--- src/rtl/pll_reset_sequencer.sv ---
// Reset sequencer behind the PLL: qualifies the asynchronous lock flag, then releases a
// synchronously deasserted system reset and counts lock losses seen while running.
module pll_reset_sequencer #(
    parameter int SYNC_STAGES        = 2,
    parameter int LOCK_STABLE_CYCLES = 1024,
    parameter int RESET_HOLD_CYCLES  = 16,
    parameter int LOSS_CNT_W         = 8
) (
    input  logic                  clock,
    input  logic                  reset,
    input  logic                  pll_lock,
    input  logic                  clear_loss,
    output logic                  sys_reset,
    output logic                  ready,
    output logic [1:0]            state,
    output logic [LOSS_CNT_W-1:0] loss_count
);

    localparam int MAX_CYC = (LOCK_STABLE_CYCLES > RESET_HOLD_CYCLES) ?
                             LOCK_STABLE_CYCLES : RESET_HOLD_CYCLES;
    // Guard the width so a 1-cycle qualify/hold setting still yields a legal vector
    localparam int CNT_W = (MAX_CYC > 1) ? $clog2(MAX_CYC) : 1;
    localparam logic [CNT_W-1:0] QUAL_LAST = CNT_W'(LOCK_STABLE_CYCLES - 1);
    localparam logic [CNT_W-1:0] HOLD_LAST = CNT_W'(RESET_HOLD_CYCLES - 1);

    typedef enum logic [1:0] {
        ST_IDLE    = 2'd0,
        ST_QUALIFY = 2'd1,
        ST_HOLD    = 2'd2,
        ST_RUN     = 2'd3
    } state_e;

    logic [SYNC_STAGES-1:0] sync_q;
    logic                   lock_s;
    state_e                 state_q, state_d;
    logic [CNT_W-1:0]       cnt_q, cnt_d;
    logic [LOSS_CNT_W-1:0]  loss_q, loss_d;
    logic [LOSS_CNT_W-1:0]  loss_base_s;
    logic                   loss_inc_s;
    logic                   sys_reset_q;
    logic                   ready_q;

    assign lock_s = sync_q[SYNC_STAGES-1];

    // Lock flag synchronizer chain
    always_ff @(posedge clock or posedge reset) begin
        if (reset) begin
            sync_q <= '0;
        end else begin
            sync_q <= {sync_q[SYNC_STAGES-2:0], pll_lock};
        end
    end

    // Next-state, shared counter and loss-event decode
    always_comb begin
        state_d    = state_q;
        cnt_d      = cnt_q;
        loss_inc_s = 1'b0;
        case (state_q)
            ST_IDLE: begin
                if (lock_s) begin
                    state_d = ST_QUALIFY;
                    cnt_d   = '0;
                end else begin
                    state_d = ST_IDLE;
                end
            end
            ST_QUALIFY: begin
                if (!lock_s) begin
                    state_d = ST_IDLE;
                    cnt_d   = '0;
                end else if (cnt_q == QUAL_LAST) begin
                    state_d = ST_HOLD;
                    cnt_d   = '0;
                end else begin
                    cnt_d = cnt_q + CNT_W'(1);
                end
            end
            ST_HOLD: begin
                if (!lock_s) begin
                    state_d = ST_IDLE;
                    cnt_d   = '0;
                end else if (cnt_q == HOLD_LAST) begin
                    state_d = ST_RUN;
                    cnt_d   = '0;
                end else begin
                    cnt_d = cnt_q + CNT_W'(1);
                end
            end
            ST_RUN: begin
                if (!lock_s) begin
                    state_d    = ST_IDLE;
                    cnt_d      = '0;
                    loss_inc_s = 1'b1;
                end else begin
                    state_d = ST_RUN;
                end
            end
            default: begin
                state_d = ST_IDLE;
                cnt_d   = '0;
            end
        endcase
    end

    // Clear takes effect before a same-edge increment; the count saturates at all-ones
    always_comb begin
        loss_base_s = clear_loss ? '0 : loss_q;
        if (loss_inc_s && (loss_base_s != '1)) begin
            loss_d = loss_base_s + LOSS_CNT_W'(1);
        end else begin
            loss_d = loss_base_s;
        end
    end

    // State, counter, loss count and glitch-free outputs loaded from next-state
    always_ff @(posedge clock or posedge reset) begin
        if (reset) begin
            state_q     <= ST_IDLE;
            cnt_q       <= '0;
            loss_q      <= '0;
            sys_reset_q <= 1'b1;
            ready_q     <= 1'b0;
        end else begin
            state_q     <= state_d;
            cnt_q       <= cnt_d;
            loss_q      <= loss_d;
            sys_reset_q <= (state_d != ST_RUN);
            ready_q     <= (state_d == ST_RUN);
        end
    end

    assign sys_reset  = sys_reset_q;
    assign ready      = ready_q;
    assign state      = state_q;
    assign loss_count = loss_q;

endmodule

--- config.mk ---
export PLATFORM = sky130hd
export DESIGN_NAME = pll_reset_sequencer
export DESIGN_NICKNAME = d
export VERILOG_FILES = /design/src/rtl/pll_reset_sequencer.sv
export SDC_FILE = /design/constraint.sdc
export NUM_CORES = 1
export LEC_CHECK = 0
export ABC_AREA = 1
export BUFFER_PORTS_ARGS = -buffer_cell sky130_fd_sc_hd__buf_2
export CORE_ASPECT_RATIO = 1.25
export CORE_MARGIN = 2
export CORE_UTILIZATION = 58
export DETAILED_ROUTE_END_ITERATION = 16
export PLACE_DENSITY = 0.86
export SYNTH_ARGS = -nofsm -noshare
export SYNTH_HDL_FRONTEND = slang
export SYNTH_SLANG_ARGS = --single-unit
--- constraint.sdc ---
create_clock -name clock -period 2.1 [get_ports clock]
set_input_delay 0.315 -clock clock [delete_from_list [all_inputs] [get_ports clock]]
set_output_delay 0.315 -clock clock [all_outputs]
set_load 0.1 [all_outputs]
; Yosys cells after proc, flatten, opt, wreduce, memory -nomap -nowiden
; Index checks and enable logic that the tools add are counted.
[word_totals]
ff_bits = 24
input_bits = 4
elab_cells = 39
[classes]
addsub = 2
n_eq_ne = 10
mux = 18
reduce_logical = 3
[op_table]
columns = cell, count
row1 = $mux 10, 6
row2 = $pmux 10 s4, 1
row3 = $mux 8, 2
row4 = $add 10x1->10 const B, 1
row5 = $eq 10x10->1 const B, 1
row6 = $eq 10x4->1 const B, 1
row7 = $mux 2, 5
row8 = $add 8x1->8 const B, 1
row9 = $ne 8x8->1 const B, 1
row10 = $pmux 2 s4, 1
row11 = $eq 2x2->1 const B, 3
row12 = $ne 2x2->1 const B, 3
row13 = $mux 1, 3
row14 = $eq 2x1->1 const B, 1
row15 = $logic_not 2->1, 1
row16 = $reduce_and 2->1, 1
row17 = $logic_and 1x1->1, 1

; Logic depth before layout (Yosys ltp)
[logic_depth]
depth_word = 5
depth_mapped = 10
mapped_depth_nobuf = 10

; Worst setup path before layout
; OpenSTA, ideal clock, no wires.
[synth_path]
path_kind = reg-to-reg
from = register loss_q[0], in the netlist loss_count[0]
to = register loss_q[3], in the netlist loss_count[3]
arrival_ns = 2.109
required_time_ns = 1.983
path_slack_ns = -0.126
stages_incl_launch_ff = 9
n_path_buf = 0
period_less_slack_ns = 2.226
path_cell_list = dfrtp_1 > inv_1 > nor2_1 > ha_1 > nand3_2 > nor3_4 > a21boi_4 > nand3_1 > nand2_1
[synth_via]
elab_chain_len = 4
word_cells_on_any_way = 5
cone_classes = add/sub: 1 / eq/ne: 1 / mux: 2 / reduce/logical: 1
[synth_rtl]
columns = element, line_no
row1 = from (decl), 37  ; logic [LOSS_CNT_W-1:0] loss_q, loss_d;
row2 = from (signal assigned), 127  ; loss_q <= loss_d;
row3 = $mux 8 *, 108  ; loss_base_s = clear_loss ? '0 : loss_q;
row4 = branches (longest 2 deep; another with $add 8x1->8), -
row5 = $mux 8 *, 109  ; if (loss_inc_s && (loss_base_s != '1)) begin
row6 = net loss_d[3], 37
; Mark *: on every way through the listed nets, which the timed path passes.
; A chain may end at the register's enable or synchronous reset.

; Final worst setup path
[layout_path]
from = register loss_q[0], in the netlist loss_count[0]
to = register loss_q[4], in the netlist loss_count[4]
; Same word-level chain as after synthesis.

==> results.txt <==
antenna violations before repair: 0
Syn Inst Count: 194
RSZ-0062 raised after global routing: false
largest net degree at the start of global routing: 14
Cells on Worst Hold Path: 1
Clock Pin Slew Worst Setup and Hold Paths: 0.13 ns
Rel. slew slack: 67.65%
Core Util, Final: 67.81%
hold_ws: 0.08670 ns
Hold Path Sink: sync_q[0]
TritonRoute pass-1 iters: 4
Worst R2R Start: loss_count[0]
via count: 1240
Die X: 49.53 um
total setup buffers inserted after CTS: 0
wire per inst: 10.86 um
number of synthesized flops with an enable pin: 0
GR Overflow Total: 0
Synth cell types: 30
total CTS buffers: 3
DRC: 0
Max Cap Viol: 0
die area: 3017 sq um
layout cell share with drive strength beyond 1: 20.66%
number of global-route vias before repair: 1195
r2r setup slk: 0.50 ns
YS warnings: 0
Required @ worst endpoint: 2.32 ns
Post-synth top cells: nand2_1 (57), inv_1 (25), dfrtp_1 (23), nand3_1 (14), nor2_1 (14)
nets: 225
gpl congestion: 0.8976
Post-CTS Resized: 0
Iter 0 DRT Violations: 22
Die H: 60.91 um
CTS Sinks: 24
Seq cells post-synth: 24
Clock H-tree levels: 1
Max Slew Vio Count: 0
Final setup viols: 0
final setup TNS: 0 ns
Netlist Area Pre-Place: 1503 sq um
Routed Antenna Nets: 0
Max Clk Rate: 0.6244 GHz
Syn Nets: 205
Final Skew: 0.001840 ns
FFs w/ async S/R, synth: 100.0%
Hold Fails Final Rpt: 0
reg2reg end: loss_count[4]
Total GRT Usage: 20.98%
ys flop type: dfrtp_1
Final min period: 1.602 ns
first-pass GRT wire length: 4864 um
Startpoint Class: flop
synthesis-to-layout area growth: 10.66%
Layout fillers: 245
count leader, synth: nand2_1
Worst Tran Pin Value: 0.4886 ns
sequential area share after synthesis: 40.05%
I/O Buffers: 15
routed wire length: 2672 um
Synth Area per Inst: 7.746 sq um
clock root cell: clkbuf_4
Clock Latency Late Sink: 0.32 ns
final period utilization: 76.27%
crit path capture type: flop
# IOs: 16
R2R depth: 8
clock buffer depth: 2
post-DP HPWL: 2113 um
hold_sp: pll_lock
Cell Pwr Density: 477.9 nW/um^2
largest cells by area after synthesis: dfrtp_1 (38%), nand2_1 (14%), inv_1 (6.2%)
Synth top area share: 38.30%
Setup crit start: loss_count[0]
row count: 20
Max VDD drop: 634.1 uV
Crit Path Class: flop to flop
initial core utilization: 61.28%
arrival time at the worst endpoint: 1.82 ns
status: completed
Core ar.: 2452 sq um
static leakage: 0.0008492 uW
post-DR vias/cell: 5.041
Critical Path Fanout Max: 10
CTS tree: done
largest area contributor in the netlist: dfrtp_1
number of diodes: 0
Hold/Removal Path Class: input pin to flop
sequential cells by signal (all words and copies together), names as in the netlist:
signal and flops:
cnt_q 10, loss_count 8, state 2, sync_q 2, ready 1, sys_reset 1
routing by layer:
metal | global-route usage (%) | part of all wire (%) | vias up
met1 | 26.19 | 46 | 572
li1 | - | - | 651
met4 | 8.333 | 1.5 | 0
met5 | 0 | 0 | -
met3 | 2.217 | 2.6 | 4
met2 | 37.71 | 50 | 13
what timing repair did:
item / CTS / global route
setup endpoints to repair: 0 / 0
hold endpoints to repair: 10 / 0
hold buffers: 1 / 0
report_power, final:
group / switching, uW / internal [uW]
registers: 7.69 / 467
clock network: 141 / 106
logic: 53.9 / 19.2
total: 202 / 592
worst max-delay path, stage by stage (launching register included):
cell,delay (ns)
dfrtp_2,0.37
inv_1,0.05
nor2_1,0.20
ha_1,0.24
nand3_2,0.12
nor3_4,0.23
a21boi_4,0.14
nand2_1,0.08
o21ai_1,0.06
area by class of cell:
type | count | area (sq um) | area share, %
Inverter | 28 | 105.1 | 6.321
Clock buffer | 4 | 36.28 | 2.182
Timing Repair Buffer | 17 | 92.59 | 5.568
Tap cell | 33 | 41.29 | 2.483
Sequential cell | 24 | 604.3 | 36.34
Multi-Input combinational cell | 140 | 783.3 | 47.10
metrics by stage:
stage               setup slack, ns  cells  cell area, sq um  total power (uW)
floorplan                   0.04609    194              1505             536.9
global placement             0.4781    241              1617             555.0
detailed placement           0.4154    241              1617             555.8
CTS                          0.4920    246              1663             803.8
global route                 0.3111    246              1663             833.8
finish                       0.4984    246              1663             794.6
how the worst max path moves through the flow:
stage	to
2_1_floorplan	cnt_q[8]
3_3_place_gp	loss_count[5]
3_5_place_dp	loss_count[4]
4_1_cts	loss_count[4]
5_1_grt	loss_count[6]
6_report	loss_count[4]
cells by family (layout without fill, tap and decap cells):
family	after synthesis	after routing	synth area share (%)
adder cells (fa/ha/maj)	7	7	5.828
XOR/XNOR	7	7	4.080
buffers and inverters	30	49	7.827
flip-flops	24	24	40.05
AO/OA/AOI/OAI	17	17	7.660
AND/OR/NAND/NOR	109	109	34.55
placed cells by master, fill, tap and decap left out, types with 2 or more instances in the layout:
cell and count:
nand2_1 57, nand3_2 2, clkbuf_4 3, nor2_4 2, inv_1 25, nor2_2 2
o21bai_1 2, a21oi_1 3, ha_1 7, nand3b_1 2, o22ai_1 3, dfrtp_1 21
nand3_1 14, o21ai_0 3, dfrtp_2 2, o21ai_1 3, xnor2_1 3, buf_2 15
nor2_1 14, xor2_1 4, nand4_1 5, inv_2 3, nand2_2 7
Power figures use the tool's default switching activity.
